$ cat config.mk
export PLATFORM = sky130hd
export DESIGN_NAME = pbit_sweep_scheduler
export DESIGN_NICKNAME = d
export VERILOG_FILES = /design/src/rtl/pbit_sweep_scheduler_pkg.sv /design/src/rtl/pbit_sweep_scheduler_lfsr16.sv /design/src/rtl/pbit_sweep_scheduler.sv
export SDC_FILE = /design/constraint.sdc
export NUM_CORES = 1
export LEC_CHECK = 0
export BUFFER_PORTS_ARGS = -buffer_cell sky130_fd_sc_hd__buf_2
export CAP_MARGIN = 20
export CORE_UTILIZATION = 52
export DETAILED_ROUTE_END_ITERATION = 8
export PLACE_DENSITY = 0.77
export SLEW_MARGIN = 25
export SYNTH_ARGS = -nofsm -noshare
export SYNTH_HDL_FRONTEND = slang
export SYNTH_SLANG_ARGS = --single-unit
$ cat constraint.sdc
create_clock -name clk -period 3.1 [get_ports clk]
set_input_delay 0 -clock clk [delete_from_list [all_inputs] [get_ports clk]]
set_output_delay 0 -clock clk [all_outputs]
set_load 0.03 [all_outputs]
$ cat src/rtl/pbit_sweep_scheduler_pkg.sv
// Shared definitions for the p-bit sampling controllers: state encoding,
// LFSR constants and the saturating left shift used to scale activations.
package pbit_sweep_scheduler_pkg;

   localparam int          ACT_W_DEFAULT     = 4;
   localparam logic [15:0] LFSR_MASK         = 16'hB400;
   localparam logic [15:0] LFSR_SEED_DEFAULT = 16'hACE1;

   typedef enum logic [1:0] {
      ST_IDLE   = 2'd0,
      ST_SETTLE = 2'd1,
      ST_UPDATE = 2'd2,
      ST_DONE   = 2'd3
   } sched_state_t;

   // Shift a signed value left and clamp it to the range of a w-bit signed number.
   function automatic logic signed [31:0] sat_shift(input logic signed [31:0] a,
                                                    input logic [2:0]         sh,
                                                    input int                 w);
      logic signed [31:0] shifted;
      logic signed [31:0] hi;
      logic signed [31:0] lo;
      shifted = a <<< sh;
      hi      = (32'sd1 <<< (w - 1)) - 32'sd1;
      lo      = -hi - 32'sd1;
      if (shifted > hi) return hi;
      if (shifted < lo) return lo;
      return shifted;
   endfunction

endpackage

$ cat src/rtl/pbit_sweep_scheduler_lfsr16.sv
// 16-bit right-shifting Galois LFSR with a loadable reset seed; the seed
// must be nonzero or the sequence locks up at zero.
module pbit_lfsr16
   import pbit_sweep_scheduler_pkg::*;
(
   input  logic        clk,
   input  logic        rst_n,
   input  logic        en,
   input  logic [15:0] seed,
   output logic [15:0] q
);

   // Advance one step per enabled cycle, feeding the output bit back through the mask.
   always_ff @(posedge clk or negedge rst_n) begin
      if (!rst_n) begin
         q <= seed;
      end else if (en) begin
         q <= q[0] ? ((q >> 1) ^ LFSR_MASK) : (q >> 1);
      end
   end

endmodule

$ cat src/rtl/pbit_sweep_scheduler.sv
// Sequential Gibbs sampler for a p-bit gate network: visits nodes
// round-robin, compares each scaled activation against a pseudo-random
// threshold, and anneals the inverse temperature between sweeps.
module pbit_sweep_scheduler
   import pbit_sweep_scheduler_pkg::*;
#(
   parameter int          N_NODES   = 5,
   parameter int          ACT_W     = ACT_W_DEFAULT,
   parameter int          RND_W     = 8,
   parameter int          SETTLE    = 1,
   parameter logic [15:0] LFSR_SEED = LFSR_SEED_DEFAULT
)
(
   input  logic                       clk,
   input  logic                       rst_n,
   input  logic                       start,
   input  logic [15:0]                n_sweeps,
   input  logic [2:0]                 beta_shift_init,
   input  logic [7:0]                 anneal_every,
   input  logic [N_NODES-1:0]         clamp_en,
   input  logic [N_NODES-1:0]         clamp_val,
   input  logic [N_NODES*ACT_W-1:0]   act_flat,
   output logic [N_NODES-1:0]         nodes,
   output logic                       busy,
   output logic                       done,
   output logic [15:0]                sweep_cnt,
   output logic [$clog2(N_NODES)-1:0] upd_idx,
   output logic [2:0]                 beta_shift
);

   localparam int                   IDX_W       = $clog2(N_NODES);
   localparam logic [IDX_W-1:0]     LAST_IDX    = IDX_W'(N_NODES - 1);
   localparam logic [3:0]           SETTLE_LAST = (SETTLE == 0) ? 4'd0 : 4'(SETTLE - 1);

   sched_state_t              state;
   sched_state_t              state_nxt;
   logic [15:0]               n_sweeps_q;
   logic [7:0]                anneal_every_q;
   logic [7:0]                anneal_cnt;
   logic [3:0]                settle_cnt;
   logic [15:0]               lfsr_q;
   logic                      unused_lfsr;
   logic signed [ACT_W-1:0]   act_sel;
   logic signed [31:0]        act_scaled;
   logic signed [RND_W-1:0]   rnd_val;
   logic signed [31:0]        rnd_ext;
   logic                      sample_bit;
   logic                      last_node;
   logic [15:0]               sweep_inc;
   logic                      run_done;
   logic [N_NODES-1:0]        nodes_upd;

   assign busy = (state != ST_IDLE);
   assign done = (state == ST_DONE);

   pbit_lfsr16 u_lfsr (
      .clk   (clk),
      .rst_n (rst_n),
      .en    (busy),
      .seed  (LFSR_SEED),
      .q     (lfsr_q)
   );

   // Only the low RND_W bits of the LFSR form the threshold; the rest just keep the sequence long.
   assign unused_lfsr = ^lfsr_q;

   assign act_sel    = act_flat[int'(upd_idx) * ACT_W +: ACT_W];
   assign act_scaled = sat_shift(32'(act_sel), beta_shift, RND_W);
   assign rnd_val    = lfsr_q[RND_W-1:0];
   assign rnd_ext    = 32'(rnd_val);
   assign sample_bit = (act_scaled > rnd_ext);
   assign last_node  = (upd_idx == LAST_IDX);
   assign sweep_inc  = sweep_cnt + 16'd1;
   assign run_done   = (sweep_inc == n_sweeps_q);

   // State register.
   always_ff @(posedge clk or negedge rst_n) begin
      if (!rst_n) state <= ST_IDLE;
      else        state <= state_nxt;
   end

   // Next-state logic: settle between node writes, finish after the last node of the last sweep.
   always_comb begin
      state_nxt = state;
      unique case (state)
         ST_IDLE: begin
            if (start) begin
               if (n_sweeps == 16'd0) state_nxt = ST_DONE;
               else if (SETTLE == 0)  state_nxt = ST_UPDATE;
               else                   state_nxt = ST_SETTLE;
            end
         end
         ST_SETTLE: begin
            if (settle_cnt == SETTLE_LAST) state_nxt = ST_UPDATE;
         end
         ST_UPDATE: begin
            if (last_node && run_done) state_nxt = ST_DONE;
            else if (SETTLE == 0)      state_nxt = ST_UPDATE;
            else                       state_nxt = ST_SETTLE;
         end
         ST_DONE:  state_nxt = ST_IDLE;
         default:  state_nxt = ST_IDLE;
      endcase
   end

   // Run bookkeeping: latch the run request, step the node index, count sweeps and anneal beta.
   always_ff @(posedge clk or negedge rst_n) begin
      if (!rst_n) begin
         n_sweeps_q     <= 16'd0;
         anneal_every_q <= 8'd0;
         anneal_cnt     <= 8'd0;
         settle_cnt     <= 4'd0;
         sweep_cnt      <= 16'd0;
         upd_idx        <= '0;
         beta_shift     <= 3'd0;
      end else begin
         unique case (state)
            ST_IDLE: begin
               if (start) begin
                  n_sweeps_q     <= n_sweeps;
                  anneal_every_q <= anneal_every;
                  anneal_cnt     <= 8'd0;
                  sweep_cnt      <= 16'd0;
                  upd_idx        <= '0;
                  beta_shift     <= beta_shift_init;
               end
            end
            ST_SETTLE: begin
               settle_cnt <= (settle_cnt == SETTLE_LAST) ? 4'd0 : settle_cnt + 4'd1;
            end
            ST_UPDATE: begin
               if (!last_node) begin
                  upd_idx <= upd_idx + IDX_W'(1);
               end else begin
                  upd_idx   <= '0;
                  sweep_cnt <= sweep_inc;
                  if (!run_done && anneal_every_q != 8'd0) begin
                     if (anneal_cnt + 8'd1 == anneal_every_q) begin
                        anneal_cnt <= 8'd0;
                        if (beta_shift != 3'd7) beta_shift <= beta_shift + 3'd1;
                     end else begin
                        anneal_cnt <= anneal_cnt + 8'd1;
                     end
                  end
               end
            end
            default: ;
         endcase
      end
   end

   // Candidate node vector: only the scheduled node changes, and only in an update slot.
   always_comb begin
      nodes_upd = nodes;
      if (state == ST_UPDATE) nodes_upd[upd_idx] = sample_bit;
   end

   // Node register; pinned nodes take their clamp value every cycle regardless of state.
   always_ff @(posedge clk or negedge rst_n) begin
      if (!rst_n) nodes <= '0;
      else        nodes <= (nodes_upd & ~clamp_en) | (clamp_val & clamp_en);
   end

endmodule

# == After elaboration in Yosys (flattened, before gate mapping) ==
# Index checks and enable logic that the tools add are counted.
# totals
regBits,81
elab_cells,91
# classes
addsub,5
n_lt_le_gt_ge,5
n_eq_ne,13
n_shift,2
muxes,35
bitwise_logic,5
reduce_logical,16
# ops
operator,count
$mux W32,4
$mux W16,3
$gt A32 B8 Y1,1
$gt A32 B8 Y1 const B,1
$lt A32 B8 Y1 const B,1
$mux W8,4
$pmux W16 S2,1
$sshl A4 B3 Y32,1
$mux W3,7
$shiftx A20 B6 Y4,1
$add A16 B1 Y16 const B,1
$eq A16 B16 Y1,1
$logic_not A16 Y1,1
$pmux W8 S2,1
$ne A2 B2 Y1 const B,6
$pmux W3 S2,2
$and A5 B5 Y5,2
$add A8 B1 Y8 const B,1
$eq A8 B8 Y1,1
$mux W2,4
$pmux W2 S4,1
$reduce_bool A8 Y1,1
$add A3 B1 Y3 const B,2
$reduce_and A2 Y1,3
23 further kinds,30

# == Depth between registers and ports, before layout ==
# logic_depth
ltp_word,12
depth_mapped,17
depth_no_buf,16

# == Worst setup path before layout ==
# Ideal clock, no wire load.
# synth_timing
kind,flip-flop to flip-flop
startpoint,register upd_idx[0]
endpoint,register with a tool-made name
arrival_ps,3298
required_ps,2974
path_slack_ps,-324
path_stages_with_launch,16
n_path_buf,1
period_less_slack_ps,3424
path_cell_list,dfrtp_1 -> clkbuf_1 -> mux4_2 -> a22o_1 -> a21oi_1 -> o21ai_0 -> nand3_1 -> o31ai_1 -> ha_1 -> nor2b_1 -> o21a_1 -> o21a_1 -> o21ai_0 -> a21oi_1 -> o21ai_0 -> a21oi_1
# synth_lines
item,line_no,source
"start, declared",pbit_sweep_scheduler.sv:27,"output logic [$clog2(N_NODES)-1:0] upd_idx,"
"start signal, assigned",pbit_sweep_scheduler.sv:133,upd_idx <= upd_idx + IDX_W'(1);

==> results by group <==
Run status
  • Status: finished with violations
  • Failing checks: negative setup slack

Yosys
  • Compound-cell area share of the yosys netlist: between 15 and 20%
  • Xor/xnor share of the synthesized area: roughly 5.4%
  • Netlist cell types: a little under 70
  • Synth top area cells: dfrtp_1 34%, nand2_1 8.5%, o21ai_0 5.9%
  • Post-synth EDFFs: 0
  • Cell taking the most area after synthesis: dfrtp_1
  • Cells after Synth: ~640
  • Synthesized flop and latch total: a little over 80
  • Top cell type's share of synthesized area: between 30% and 40%
  • Simple-gate share of the synthesized area: roughly a quarter
  • Syn_nets: between 700 and 800
  • Largest family of logic cells by synthesized area: simple AND/OR/NAND/NOR gates
  • Mux contribution to synthesized area: between 3 and 4%
  • Synth Warn #: 0
  • Synth Area in Adders: 4.42%
  • Seq/Total Area, Yosys: a little under two fifths
  • Ys flop type: dfrtp_1
  • Post-synth ARST share: 100%
  • Post-Syn Area: between 5000 and 6000 um2
  • Synthesized area per cell: between 8 and 9 um2

Power
  • Leakage: 3.07 nW
  • Clock share of power: 15.7%
  • Pwr per Cell Area: approximately 760 nW/um2
  • Reg power frac: 30.6%
  • Cell-internal power: 2.84 mW
  • Power Total: about 5 mW
  • Gate power share: a little over half
  • Maximum resistive drop on vdd: between 0.4 and 0.5 mV
  • Switching power: 2.29 mW
  • Sw Ratio: around 45%

Timing
  • Worst Tran Pin Value: between 700 and 800 ps
  • Slew Limit Fails: 0
  • Achievable frequency: between 0.3 and 0.4 GHz
  • Worst slew margin: between 40% and 50%
  • Hold Slack: 50.0 ps
  • Hold Fails Final Rpt: 0
  • Final count of negative-setup-slack endpoints: 5
  • Clk_skew: about 15 ps
  • PnR worst setup slack: -191 ps
  • Period utilization: 106%
  • RSZ-0062 raised after global routing: true
  • Min Tclk post-route: 3290 ps

Layout
  • P&R area growth vs syn: 25.1%
  • Final core area utilization: just under 70%
  • Post-layout nets: ~830
  • Fin area: slightly below 7000 um2
  • N_diodes: 0
  • Layout cells sized above 1: a little under a quarter

Critical path
  • Required @ worst endpoint: approximately 3400 ps
  • Startpoint types: flip-flop
  • Critical Path, Cell by Cell: mux4_2 -> a22o_4 -> or4_1 -> nand4_1 -> nand3_2 -> ha_4 -> a21o_1 -> a21oi_2 -> nor2b_1 -> o21ai_1 -> nand3_2 -> o21ai_2 -> a21oi_2
  • Worst setup EP type: flip-flop
  • Worst R2R Setup Slack: -190 ps
  • R2R Path Start: upd_idx[0]$_DFFE_PN0P_
  • Crit Path Max Fanout: 6
  • CP arrival: between 3000 and 4000 ps
  • Critical Path Max Stage Delay: about 530 ps
  • CP max-delay cell: mux4_2
  • Crit Path Class: reg2reg
  • Worst reg-to-reg path cell count: 13

Routing
  • Drt drc: 0
  • Antenna Nets Post-Route: 0
  • Via count: around 5,200
  • DR WL/cell: approximately 17 um
  • Final wirelength: ~15 mm
  • Vias/cell: a little under 6
  • Drt pass-1 iters: 5
  • Initial DRC Count: between 300 and 400

CTS
  • H-tree lvl count: 3
  • Clock Latency Late Sink: 380 ps
  • Clock Path Buffers: 2
  • CTS Buf Count: 9
  • CTS tree: done
  • Reg clk slew, reported paths: around 90 ps
  • Clk sink count: 81
  • Root Driver: clkbuf_8

Global route
  • Vias in the first global route: 5,212
  • GRT Util Overall: 28.2%
  • Grt total ovfl: 0
  • First-pass GRT wire length: about 24 mm
  • Largest net degree at the start of global routing: 82
  • Initial antenna violation count: 0

Die
  • Row count: 36
  • Core area: approximately 9900 um2
  • Die Wd: approximately 100 um
  • Top Ports: 89
  • Die ar.: around 11,000 um2
  • DIE HEIGHT: 104 um
  • Starting Density: 54.3%

Placed design
  • GP Congestion: 0.857
  • IO buf count: between 80 and 90
  • Pre-CTS setup slack: -131 ps
  • Post-DP Area: about 5900 um2
  • Post-DP HPWL: ~9.7 mm

Worst hold path
  • Startpoint of the worst hold path: beta_shift_init[1]
  • Worst Hold Class: in2reg
  • Hold endpoint: beta_shift[1]$_DFFE_PN0P_
  • Hold path depth: 4

Flow run
  • Max-cap viol count: 0
[cells in the final DEF, fill, tap and decap left out, types with 5 or more instances in the layout]
cell type,n
a21oi_2,7
nand4_1,5
clkbuf_8,11
dlygate4sd3_1,42
nand2_1,121
o31ai_1,10
o211ai_1,9
a211oi_1,5
xor2_1,14
nor2_1,35
buf_4,13
dfstp_2,8
nand3_1,20
o21ai_2,7
nor4_1,5
o21ai_0,49
mux2_2,7
nand2b_1,9
dfrtp_1,71
nor2b_1,13
buf_2,87
nor3_1,7
o21ai_1,9
and3_1,8
and4_1,6
a21oi_1,16
and2_1,8
xnor2_1,19
inv_1,26
ha_1,17
[flip-flops by register name, indices dropped and copies added, names as in the netlist, named ones only]
name / count
beta_shift: 3
n_sweeps_q: 16
state: 2
sweep_cnt: 16
u_lfsr.q: 16
anneal_every_q: 8
anneal_cnt: 8
settle_cnt: 4
upd_idx: 3
[logic make-up after synthesis]
logic type,count (synthesis)
flip-flops,81
AO/OA/AOI/OAI,151
buffers and inverters,65
multiplexers,15
AND/OR/NAND/NOR,272
adder cells (fa/ha/maj),19
XOR/XNOR,33
[per-layer routing]
layer / wire [um] / track usage [%]
met1: 6360 / 35.4
met5: 0 / 0
met3: 767 / 6.04
met2: 7680 / 46.9
met4: 364 / 12.2
[synth_stat cells, drive strengths merged (9+ instances only)]
cell type / number
ha: 19
xor2: 14
a21oi: 24
clkbuf: 24
nor2b: 13
xnor2: 19
inv: 26
nand2: 122
nand2b: 10
nor2: 37
buf: 15
o31ai: 10
nand3: 24
dfrtp: 73
o21ai: 65
o211ai: 9
[worst max-delay path by stage]
| stage | start | to | slack (ps) | depth (start not counted) |
|---|---|---|---|---|
| 6_report | upd_idx[0]$_DFFE_PN0P_ | flip-flop | -190 | 13 |
| 5_1_grt | upd_idx[0]$_DFFE_PN0P_ | flip-flop | -310 | 12 |
| 4_1_cts | upd_idx[0]$_DFFE_PN0P_ | flip-flop | -10 | 13 |
| 3_5_place_dp | upd_idx[0]$_DFFE_PN0P_ | flip-flop | -130 | 15 |
| 3_3_place_gp | upd_idx[0]$_DFFE_PN0P_ | flip-flop | 40 | 15 |
| 2_1_floorplan | upd_idx[0]$_DFFE_PN0P_ | flip-flop | -2 | 15 |
[critical path, delay by kind of cell, from the launching register on]
kind,cells,cell delay [ps]
fa+ha+maj,1,190
simple gates,5,950
flops,1,450
compound gates,6,1030
mux,1,530
[cell type report]
type | instances | area [um2]
Tap cell | 133 | 166
Multi-Input combinational cell | 490 | 3260
Clock inverter | 3 | 40.0
Clock buffer | 13 | 159
Fill cell | 783 | 3180
Inverter | 26 | 97.6
Timing Repair Buffer | 144 | 976
Sequential cell | 81 | 2040
[power by group through the flow]
stage / Clock [mW] / Sequential, mW / Combinational, mW
3_5_place_dp: 0 / 1.58 / 2.24
4_1_cts: 0.821 / 1.55 / 2.37
3_3_place_gp: 0 / 1.57 / 2.14
6_report: 0.805 / 1.57 / 2.76
5_1_grt: 0.868 / 1.61 / 2.99
2_1_floorplan: 0 / 1.53 / 1.70
[timing repair]
action,CTS,global route
pin swaps,9,14
endpoints found under the hold margin,104,0
resized for setup,9,28
cloned,0,0
endpoints found under the setup margin,5,5
hold buffers,42,0
buffers inserted,1,2
[metrics by stage]
stage	instances	setup TNS, ps
2_1_floorplan	636	-2.33
3_3_place_gp	829	0
3_5_place_dp	829	-595
4_1_cts	888	-18.1
5_1_grt	890	-1390
6_report	890	-829
No activity file was read; power rests on OpenSTA's default activity.
